===== src/rtl/adder_pkg.sv =====
// Shared definitions for the fully_pipelined_adder and its downstream result collector.
package adder_pkg;

  localparam int WIDTH_DEF = 4;
  localparam int DEPTH_DEF = 4;
  localparam int PTR_W     = $clog2(DEPTH_DEF);

  typedef struct packed {
    logic                 carry;
    logic [WIDTH_DEF-1:0] sum;
  } result_t;

  // WIDTH carry-ripple stages plus the output register.
  function automatic int adder_latency(input int width);
    return width + 1;
  endfunction

  // Keeps a one-entry FIFO from collapsing to a zero-width pointer.
  function automatic int ptr_width(input int depth);
    return (depth > 1) ? $clog2(depth) : 1;
  endfunction

endpackage


===== src/rtl/adder_result_collector_if.sv =====
// Adder-side handshake, stall and result signals of the result collector.
interface adder_result_collector_if #(
  parameter int WIDTH = 4,
  parameter int DEPTH = 4
);
  logic                       in_valid;
  logic                       in_ready;
  logic                       adder_en;
  logic [WIDTH-1:0]           adder_s;
  logic                       adder_c;
  logic                       out_valid;
  logic                       out_ready;
  logic [WIDTH:0]             out_data;
  logic [$clog2(DEPTH+1)-1:0] count;

  modport slave (
    input  in_valid, adder_s, adder_c, out_ready,
    output in_ready, adder_en, out_valid, out_data, count
  );

  modport master (
    output in_valid, adder_s, adder_c, out_ready,
    input  in_ready, adder_en, out_valid, out_data, count
  );
endinterface


===== src/rtl/adder_result_collector_sync_fifo.sv =====
// Synchronous FIFO with a registered head (no fall-through); push into a full FIFO
// is accepted only when a pop happens on the same edge.
module sync_fifo
  import adder_pkg::*;
#(
  parameter int WIDTH = 5,
  parameter int DEPTH = 4
) (
  input  logic                       clk,
  input  logic                       rst,
  input  logic                       push,
  input  logic [WIDTH-1:0]           din,
  input  logic                       pop,
  output logic                       full,
  output logic                       empty,
  output logic [$clog2(DEPTH+1)-1:0] count,
  output logic [WIDTH-1:0]           dout
);

  localparam int PW = ptr_width(DEPTH);
  localparam int CW = $clog2(DEPTH + 1);

  logic [WIDTH-1:0] mem [DEPTH];
  logic [PW-1:0]    wr_ptr;
  logic [PW-1:0]    rd_ptr;
  logic             do_push;
  logic             do_pop;

  function automatic logic [PW-1:0] next_ptr(input logic [PW-1:0] p);
    return (p == PW'(DEPTH - 1)) ? '0 : p + 1'b1;
  endfunction

  assign full    = (count == CW'(DEPTH));
  assign empty   = (count == '0);
  assign do_pop  = pop && !empty;
  assign do_push = push && (!full || do_pop);

  // NOTE: storage is not reset; count and the pointers alone decide which entries are live.
  always_ff @(posedge clk) begin
    if (do_push) mem[wr_ptr] <= din;
  end

  // NOTE: non-blocking assignments let dout read the pre-edge mem/rd_ptr while they update.
  always_ff @(posedge clk or posedge rst) begin
    if (rst) begin
      wr_ptr <= '0;
      rd_ptr <= '0;
      count  <= '0;
      dout   <= '0;
    end else begin
      if (do_push) wr_ptr <= next_ptr(wr_ptr);
      if (do_pop)  rd_ptr <= next_ptr(rd_ptr);

      case ({do_push, do_pop})
        2'b10:   count <= count + 1'b1;
        2'b01:   count <= count - 1'b1;
        default: count <= count;
      endcase

      // Head register: next stored entry, or the incoming word when it becomes the head.
      if (do_pop) begin
        if (count > CW'(1))  dout <= mem[next_ptr(rd_ptr)];
        else if (do_push)    dout <= din;
      end else if (do_push && empty) begin
        dout <= din;
      end
    end
  end

endmodule


===== src/rtl/adder_result_collector.sv =====
// Valid-token tracking and stall control for fully_pipelined_adder, with results
// collected into a FIFO and presented on a valid/ready handshake.
module adder_result_collector
  import adder_pkg::*;
#(
  parameter int WIDTH = 4,
  parameter int DEPTH = 4
) (
  input logic                      clk,
  input logic                      rst,
  adder_result_collector_if.slave  bus
);

  localparam int LATENCY = adder_latency(WIDTH);

  logic [LATENCY-1:0]         vld;
  logic                       fifo_full;
  logic                       fifo_empty;
  logic                       push;
  logic                       pop;
  logic                       en;
  logic [WIDTH:0]             head;
  logic [$clog2(DEPTH+1)-1:0] occupancy;

  // Stall only when a real result would exit into a full FIFO that is not draining.
  // out_ready reaches adder_en combinationally.
  assign pop  = !fifo_empty && bus.out_ready;
  assign en   = !(vld[LATENCY-1] && fifo_full && !pop);
  assign push = en && vld[LATENCY-1];

  always_ff @(posedge clk or posedge rst) begin
    if (rst)     vld <= '0;
    else if (en) vld <= {vld[LATENCY-2:0], bus.in_valid};
  end

  sync_fifo #(
    .WIDTH (WIDTH + 1),
    .DEPTH (DEPTH)
  ) u_fifo (
    .clk   (clk),
    .rst   (rst),
    .push  (push),
    .din   ({bus.adder_c, bus.adder_s}),
    .pop   (pop),
    .full  (fifo_full),
    .empty (fifo_empty),
    .count (occupancy),
    .dout  (head)
  );

  assign bus.adder_en  = en;
  assign bus.in_ready  = en;
  assign bus.out_valid = !fifo_empty;
  assign bus.out_data  = head;
  assign bus.count     = occupancy;

endmodule


===== src/flat_wrapper.sv =====
// flat-port wrapper written by rule: the top's interface ports become plain ports
module adder_result_collector_flat import adder_pkg::*;
#(
  parameter int WIDTH = 4,
  parameter int DEPTH = 4
)
  (clk, rst, bus_in_valid, bus_adder_s, bus_adder_c, bus_out_ready, bus_in_ready, bus_adder_en, bus_out_valid, bus_out_data, bus_count);
  adder_result_collector_if #(.WIDTH(WIDTH), .DEPTH(DEPTH)) bus_i ();
  input logic clk;
  input logic rst;
  input wire logic [$bits(bus_i.in_valid)-1:0] bus_in_valid;
  input wire logic [$bits(bus_i.adder_s)-1:0] bus_adder_s;
  input wire logic [$bits(bus_i.adder_c)-1:0] bus_adder_c;
  input wire logic [$bits(bus_i.out_ready)-1:0] bus_out_ready;
  output wire logic [$bits(bus_i.in_ready)-1:0] bus_in_ready;
  output wire logic [$bits(bus_i.adder_en)-1:0] bus_adder_en;
  output wire logic [$bits(bus_i.out_valid)-1:0] bus_out_valid;
  output wire logic [$bits(bus_i.out_data)-1:0] bus_out_data;
  output wire logic [$bits(bus_i.count)-1:0] bus_count;
  assign bus_i.in_valid = bus_in_valid;
  assign bus_i.adder_s = bus_adder_s;
  assign bus_i.adder_c = bus_adder_c;
  assign bus_i.out_ready = bus_out_ready;
  assign bus_in_ready = bus_i.in_ready;
  assign bus_adder_en = bus_i.adder_en;
  assign bus_out_valid = bus_i.out_valid;
  assign bus_out_data = bus_i.out_data;
  assign bus_count = bus_i.count;
  adder_result_collector #(.WIDTH(WIDTH), .DEPTH(DEPTH)) u_core (.clk(clk), .rst(rst), .bus(bus_i));
endmodule

===== config.mk =====
export PLATFORM = sky130hd
export DESIGN_NAME = adder_result_collector_flat
export DESIGN_NICKNAME = d
export VERILOG_FILES = /design/src/rtl/adder_pkg.sv /design/src/rtl/adder_result_collector_if.sv /design/src/rtl/adder_result_collector_sync_fifo.sv /design/src/rtl/adder_result_collector.sv /design/src/flat_wrapper.sv
export SDC_FILE = /design/constraint.sdc
export NUM_CORES = 1
export LEC_CHECK = 0
export CORE_MARGIN = 5
export CORE_UTILIZATION = 25
export CTS_CLUSTER_DIAMETER = 120
export DETAILED_ROUTE_END_ITERATION = 6
export HOLD_SLACK_MARGIN = 0.1
export PLACE_DENSITY_LB_ADDON = 0.3
export REMOVE_ABC_BUFFERS = 1
export SETUP_SLACK_MARGIN = 0.5
export SLEW_MARGIN = 20
export SYNTH_ARGS = -nofsm -noshare
export SYNTH_HDL_FRONTEND = slang
export SYNTH_HIERARCHICAL = 1
export SYNTH_SLANG_ARGS = --single-unit

===== constraint.sdc =====
create_clock -name clk -period 2.87 [get_ports clk]
set_input_delay 0.574 -clock clk [delete_from_list [all_inputs] [get_ports clk]]
set_output_delay 0.574 -clock clk [all_outputs]
set_load 0.01 [all_outputs]

==> reports/metrics.csv <==
metric,value,unit
post-synth top area cell,edfxtp_1,
Starting Density,0.258,
Final setup viols,0,
drt initial violations,17,
synthesized cell area,0.00176,mm^2
Clock Tree Buf Depth,2,
Final Instance Area,0.00225,mm^2
sequential element share of the synthesized area,0.583,
Final WS setup,0.566,ns
"delay-heaviest family, CP",simple AND/OR/NAND/NOR gates,
Tot GR Track Use,0.0858,
HP Class,flop to flop,
Slew @ Worst Pin,0.544,ns
CP startpoint kind,flop,
cell with the most instances after synthesis,edfxtp_1,
period utilization,0.803,
final hold slack,0.476,ns
routed len/inst,14.2,um
CP max stage cell,dfrtp_1,
first-pass iteration count of the detailed router,4,
via/cell ratio,4.05,
Post-Syn Instances,113,
worst IR drop on VDD,0.000323,V
routability-driven placement congestion ratio,0.741,
initial antenna violation count,0,
largest net degree at the start of global routing,13,
Max Clk Rate,0.434,GHz
Area contributors post-synth,"edfxtp_1 (34%), dfrtp_1 (24%), ha_1 (7.1%)",
Clock Latency Late Sink,0.30,ns
Crit Path Category,flop to output pin,
global-route wire length before repair,5550,um
row count,30,
number of hold buffers added after CTS,0,
Worst-path clk slew,0.08,ns
RSZ-0062 raised after global routing,true,
number of CTS-inserted buffers,5,
max incr delay on CP,0.39,ns
die width,93.9,um
Syn Area/Cell,15.6,um^2
die area,0.00881,mm^2
Worst Path Buf+Inv,3,
"Top FF cell, synth",edfxtp_1,
ANT nets after route,0,
fin cells,239,
Post-DP HPWL,2430,um
PwrDens,1160,mW/mm^2
Critical Path End Type,output pin,
"Req. time, crit path",2.30,ns
final count of hold timing violations,0,
Layout area overhead,27.8,%
Slew HR,0.636,
Async SR Flop Fraction,0.459,
routed vias,968,
layout cells sized above 1,0.336,
Root Driver,clkbuf_8,
Area after DPL,0.00206,mm^2
# diodes,0,
final worst clock skew,0.00970,ns
leakage power total,0.879,nW
Commonest cells post-synth,"edfxtp_1 (20), dfrtp_1 (17), inv_1 (14)",
Final Slew Violations,0,
pre-CTS WS,0.0561,ns
crit-path max FO,3,
CTS H-tree lvls,2,
quantity of I/O buffers inserted on ports,19,
CTS sink cnt,37,
post-synth top area share,0.341,
DIE HEIGHT,93.9,um
crit path time final,2.30,ns
core area,0.00683,mm^2
placed cells,228,
status,finished clean,
DRC Markers,0,
total gr overflow,0,
vias in the first global route,1114,
Nets,161,
Setup TNS,0,ns
"Power, Total",2.62,mW
Post-synth EDFFs,20,
synth unique cells,26,
I/O pin count,20,
CP Data Arrival Time,1.73,ns
synthesized flop and latch total,37,
TritonCTS clock tree,done,
maxcap violations,0,
synth warn,6,
"critical path, cell by cell",inv_2 -> ha_2 -> nor2b_4 -> nand2b_4 -> and3_4 -> inv_1 -> dlygate4sd2_1,
final wirelength,3390,um
post-layout utilization of the core,0.329,
routing by layer:
metal,share of wire,routed length [um],GRT usage
met4,0.019,66,0.0469
met5,0,0,0
met1,0.42,1440,0.0987
met2,0.49,1660,0.140
met3,0.068,229,0.0288
path summary, 6_finish.rpt:
check / to / from / cells after the start / slack (ns)
min in group asynchronous: u_core/vld[1]$_DFFE_PP0N_ / rst / 2 / 0.50
worst max-delay path: bus_adder_en / u_core/u_fifo/count[1]$_DFFE_PP0P_ / 7 / 0.57
worst max register to register: u_core/u_fifo/dout[1]$_DFFE_PP0P_ / u_core/u_fifo/count[0]$_DFFE_PP0P_ / 10 / 0.60
worst min-delay path: u_core/vld[4]$_DFFE_PP0N_ / u_core/vld[3]$_DFFE_PP0N_ / 1 / 0.48
max in group asynchronous: u_core/u_fifo/wr_ptr[0]$_DFFE_PP0P_ / rst / 2 / 1.91
worst min register to register: u_core/vld[4]$_DFFE_PP0N_ / u_core/vld[3]$_DFFE_PP0N_ / 1 / 0.48
timing repair:
| action | 4_1_cts | 5_1_grt |
|---|---|---|
| endpoints found under the setup margin | 8 | 7 |
| cloned | 0 | 0 |
| pin swaps | 2 | 1 |
| buffers inserted | 2 | 1 |
| gates resized for setup | 6 | 12 |
worst register-to-register path: stages, from the launching register on:
cell	delay, ns
dfrtp_1	0.35
inv_1	0.06
ha_2	0.18
nor2b_4	0.12
nand2b_4	0.15
a21boi_2	0.16
o21a_1	0.17
inv_2	0.06
ha_4	0.18
a32oi_4	0.37
mux2_4	0.34
flip-flops by register name, indices dropped and copies added, names as in the netlist:
name	flops
u_core/u_fifo/dout	5
u_core/u_fifo/mem	20
u_core/u_fifo/rd_ptr	2
u_core/u_fifo/count	3
u_core/vld	5
u_core/u_fifo/wr_ptr	2
power breakdown:
group | total, mW | leakage (nW) | internal, mW | switching [mW]
Sequential | 0.865 | 0.383 | 0.766 | 0.0983
Clock | 0.448 | 0.0518 | 0.256 | 0.193
Combinational | 1.30 | 0.444 | 0.721 | 0.581
area by class of cell:
class                   count  area (um^2)
clock inverters             3         41.3
well taps                  96          120
clock buffers               5         68.8
fillers                   686         4580
multi-input cells          59          708
inverters                  14         52.6
repair buffers             25          231
flip-flops and latches     37         1030
placed cells by master, fill, tap and decap left out, drive strengths merged:
cell type | Yosys | layout
nand2b | 2 | 2
clkinvlp | 0 | 1
dfrtp | 17 | 17
a32oi | 1 | 1
nor2b | 1 | 1
a211oi | 1 | 1
and2 | 4 | 4
inv | 14 | 14
edfxtp | 20 | 20
dlygate4sd2 | 0 | 3
xnor2 | 3 | 3
nand2 | 4 | 4
o21bai | 1 | 1
o21a | 1 | 1
or3 | 1 | 1
a21boi | 1 | 1
and3 | 1 | 1
buf | 3 | 6
mux2 | 16 | 16
clkdlybuf4s50 | 0 | 16
clkbuf | 0 | 5
clkinv | 0 | 1
mux4 | 5 | 5
bufinv | 0 | 1
ha | 10 | 10
mux2i | 1 | 1
or2 | 1 | 1
o21ai | 3 | 3
nor2 | 2 | 2
cells by family (layout without fill, tap and decap cells):
| group | Yosys count | count (layout) | share of synthesized area |
|---|---|---|---|
| multiplexers | 22 | 22 | 0.183 |
| AO/OA/AOI/OAI | 8 | 8 | 0.0441 |
| AND/OR/NAND/NOR | 16 | 16 | 0.0569 |
| flip-flops | 37 | 37 | 0.583 |
| adder cells (fa/ha/maj) | 10 | 10 | 0.0711 |
| buffers and inverters | 17 | 47 | 0.0469 |
| XOR/XNOR | 3 | 3 | 0.0149 |
No activity file was read; power rests on OpenSTA's default activity.
==> patch, RTL diff (config.mk and constraints unchanged) <==
Make the reset (`rst`) synchronous in 2 clocked blocks.
--- a/src/rtl/adder_result_collector_sync_fifo.sv
+++ b/src/rtl/adder_result_collector_sync_fifo.sv
@@ -42,5 +42,5 @@
 
   // NOTE: non-blocking assignments let dout read the pre-edge mem/rd_ptr while they update.
-  always_ff @(posedge clk or posedge rst) begin
+  always_ff @(posedge clk) begin
     if (rst) begin
       wr_ptr <= '0;
--- a/src/rtl/adder_result_collector.sv
+++ b/src/rtl/adder_result_collector.sv
@@ -29,5 +29,5 @@
   assign push = en && vld[LATENCY-1];
 
-  always_ff @(posedge clk or posedge rst) begin
+  always_ff @(posedge clk) begin
     if (rst)     vld <= '0;
     else if (en) vld <= {vld[LATENCY-2:0], bus.in_valid};
Behaviour: differs if rst is asserted again (counterexample within 10 cycles, from zero or initial values and one cycle with rst high); with rst held inactive, the same outputs for 10 cycles.
==> patch against the original RTL <==
- setup slack improved by 0.045 ns
- routed wire length up 5.1%
- register-to-register slack improved by 0.03 ns
- final area fell by 1.0%
- sequential cell count did not move
- sequential share of layout area fell by 3.2 points
- area after synthesis increased by 3.1%
Power is not compared: it rests on default switching activity, and its combinational part moved more than twofold at a synthesized area within 25%.
==> patch: results (changes against the original RTL) <==
metric	value	unit	change
Worst R2R Path Depth	13		was 10
worst hold start	u_core/vld[3]		unchanged
post-CTS setup buffers	0		was 2
cell count after synthesis	146		was 113
r2r setup slk	0.63	ns	was 0.60 ns
post-CTS resize count	10		was 6
Die W	95.2	um	was 93.9 um
Worst Tran Pin Value	0.553	ns	was 0.544 ns
post-synthesis sequential area ratio	51.9	%	was 58.3%
Synth Area in Compound Gates	8.41	%	was 4.41%
critical path peak fanout	5		was 3
Placement Setup Slack	0.343	ns	was 0.0561 ns
post-route non-filler standard cell count	271		was 239
Clock Latency Late Sink	0.28	ns	was 0.30 ns
placed insts	262		was 228
RePlAce Congestion	0.743		was 0.741
Commonest cells post-synth	edfxtp_1 (20), dfxtp_1 (17), mux2i_1 (11)		was edfxtp_1 (20), dfrtp_1 (17), inv_1 (14)
R2R Path End	u_core/u_fifo/count[0]		was u_core/u_fifo/dout[1]
status	complete, no violations		unchanged
Synth Area in Adders	6.21	%	was 7.11%
crit path capture	bus_in_ready		was bus_adder_en
Period Utilization, post-route	78.7	%	was 80.3%
FFs w/ async S/R, synth	0	%	was 45.9%
vias in the first global route	1207		was 1114
pin count of the biggest net entering global routing	15		was 13
multiplexer share of the synthesized area	12.3	%	was 18.3%
Total Power	1.04	mW	
vias post-DR	1142		was 968
hold slack	0.452	ns	was 0.476 ns
patch: cell type report:
type	count	area, um2
clock inverters	3	41.3
fillers	733	4950
repair buffers	27	246
clock buffers	5	68.8
inverters	11	46.3
flip-flops and latches	37	945
multi-input cells	89	754
well taps	99	124
patch: metal layers:
layer  GRT usage (%)  vias to the layer above  share of wire, %
li1                -                      568                 -
met1            11.3                      552                48
met2            14.3                       18                47
met3            3.00                        4               3.8
met4            2.88                        0              0.81
met5               0                        -                 0
patch: per-stage QoR:
step	area (um2)	utilization [%]
4_1_cts	2220	30.9
2_1_floorplan	1720	-
3_3_place_gp	2090	29.1
3_5_place_dp	2090	29.1
5_1_grt	2230	31.0
6_report	2230	31.0
patch: cell families (layout without fill, tap and decap cells):
| kind of cell | Yosys count | after routing |
|---|---|---|
| fa+ha+maj | 9 | 9 |
| xor+xnor | 3 | 3 |
| buf+inv | 20 | 46 |
| flops | 37 | 37 |
| simple gates | 41 | 41 |
| mux | 16 | 16 |
| compound gates | 20 | 20 |
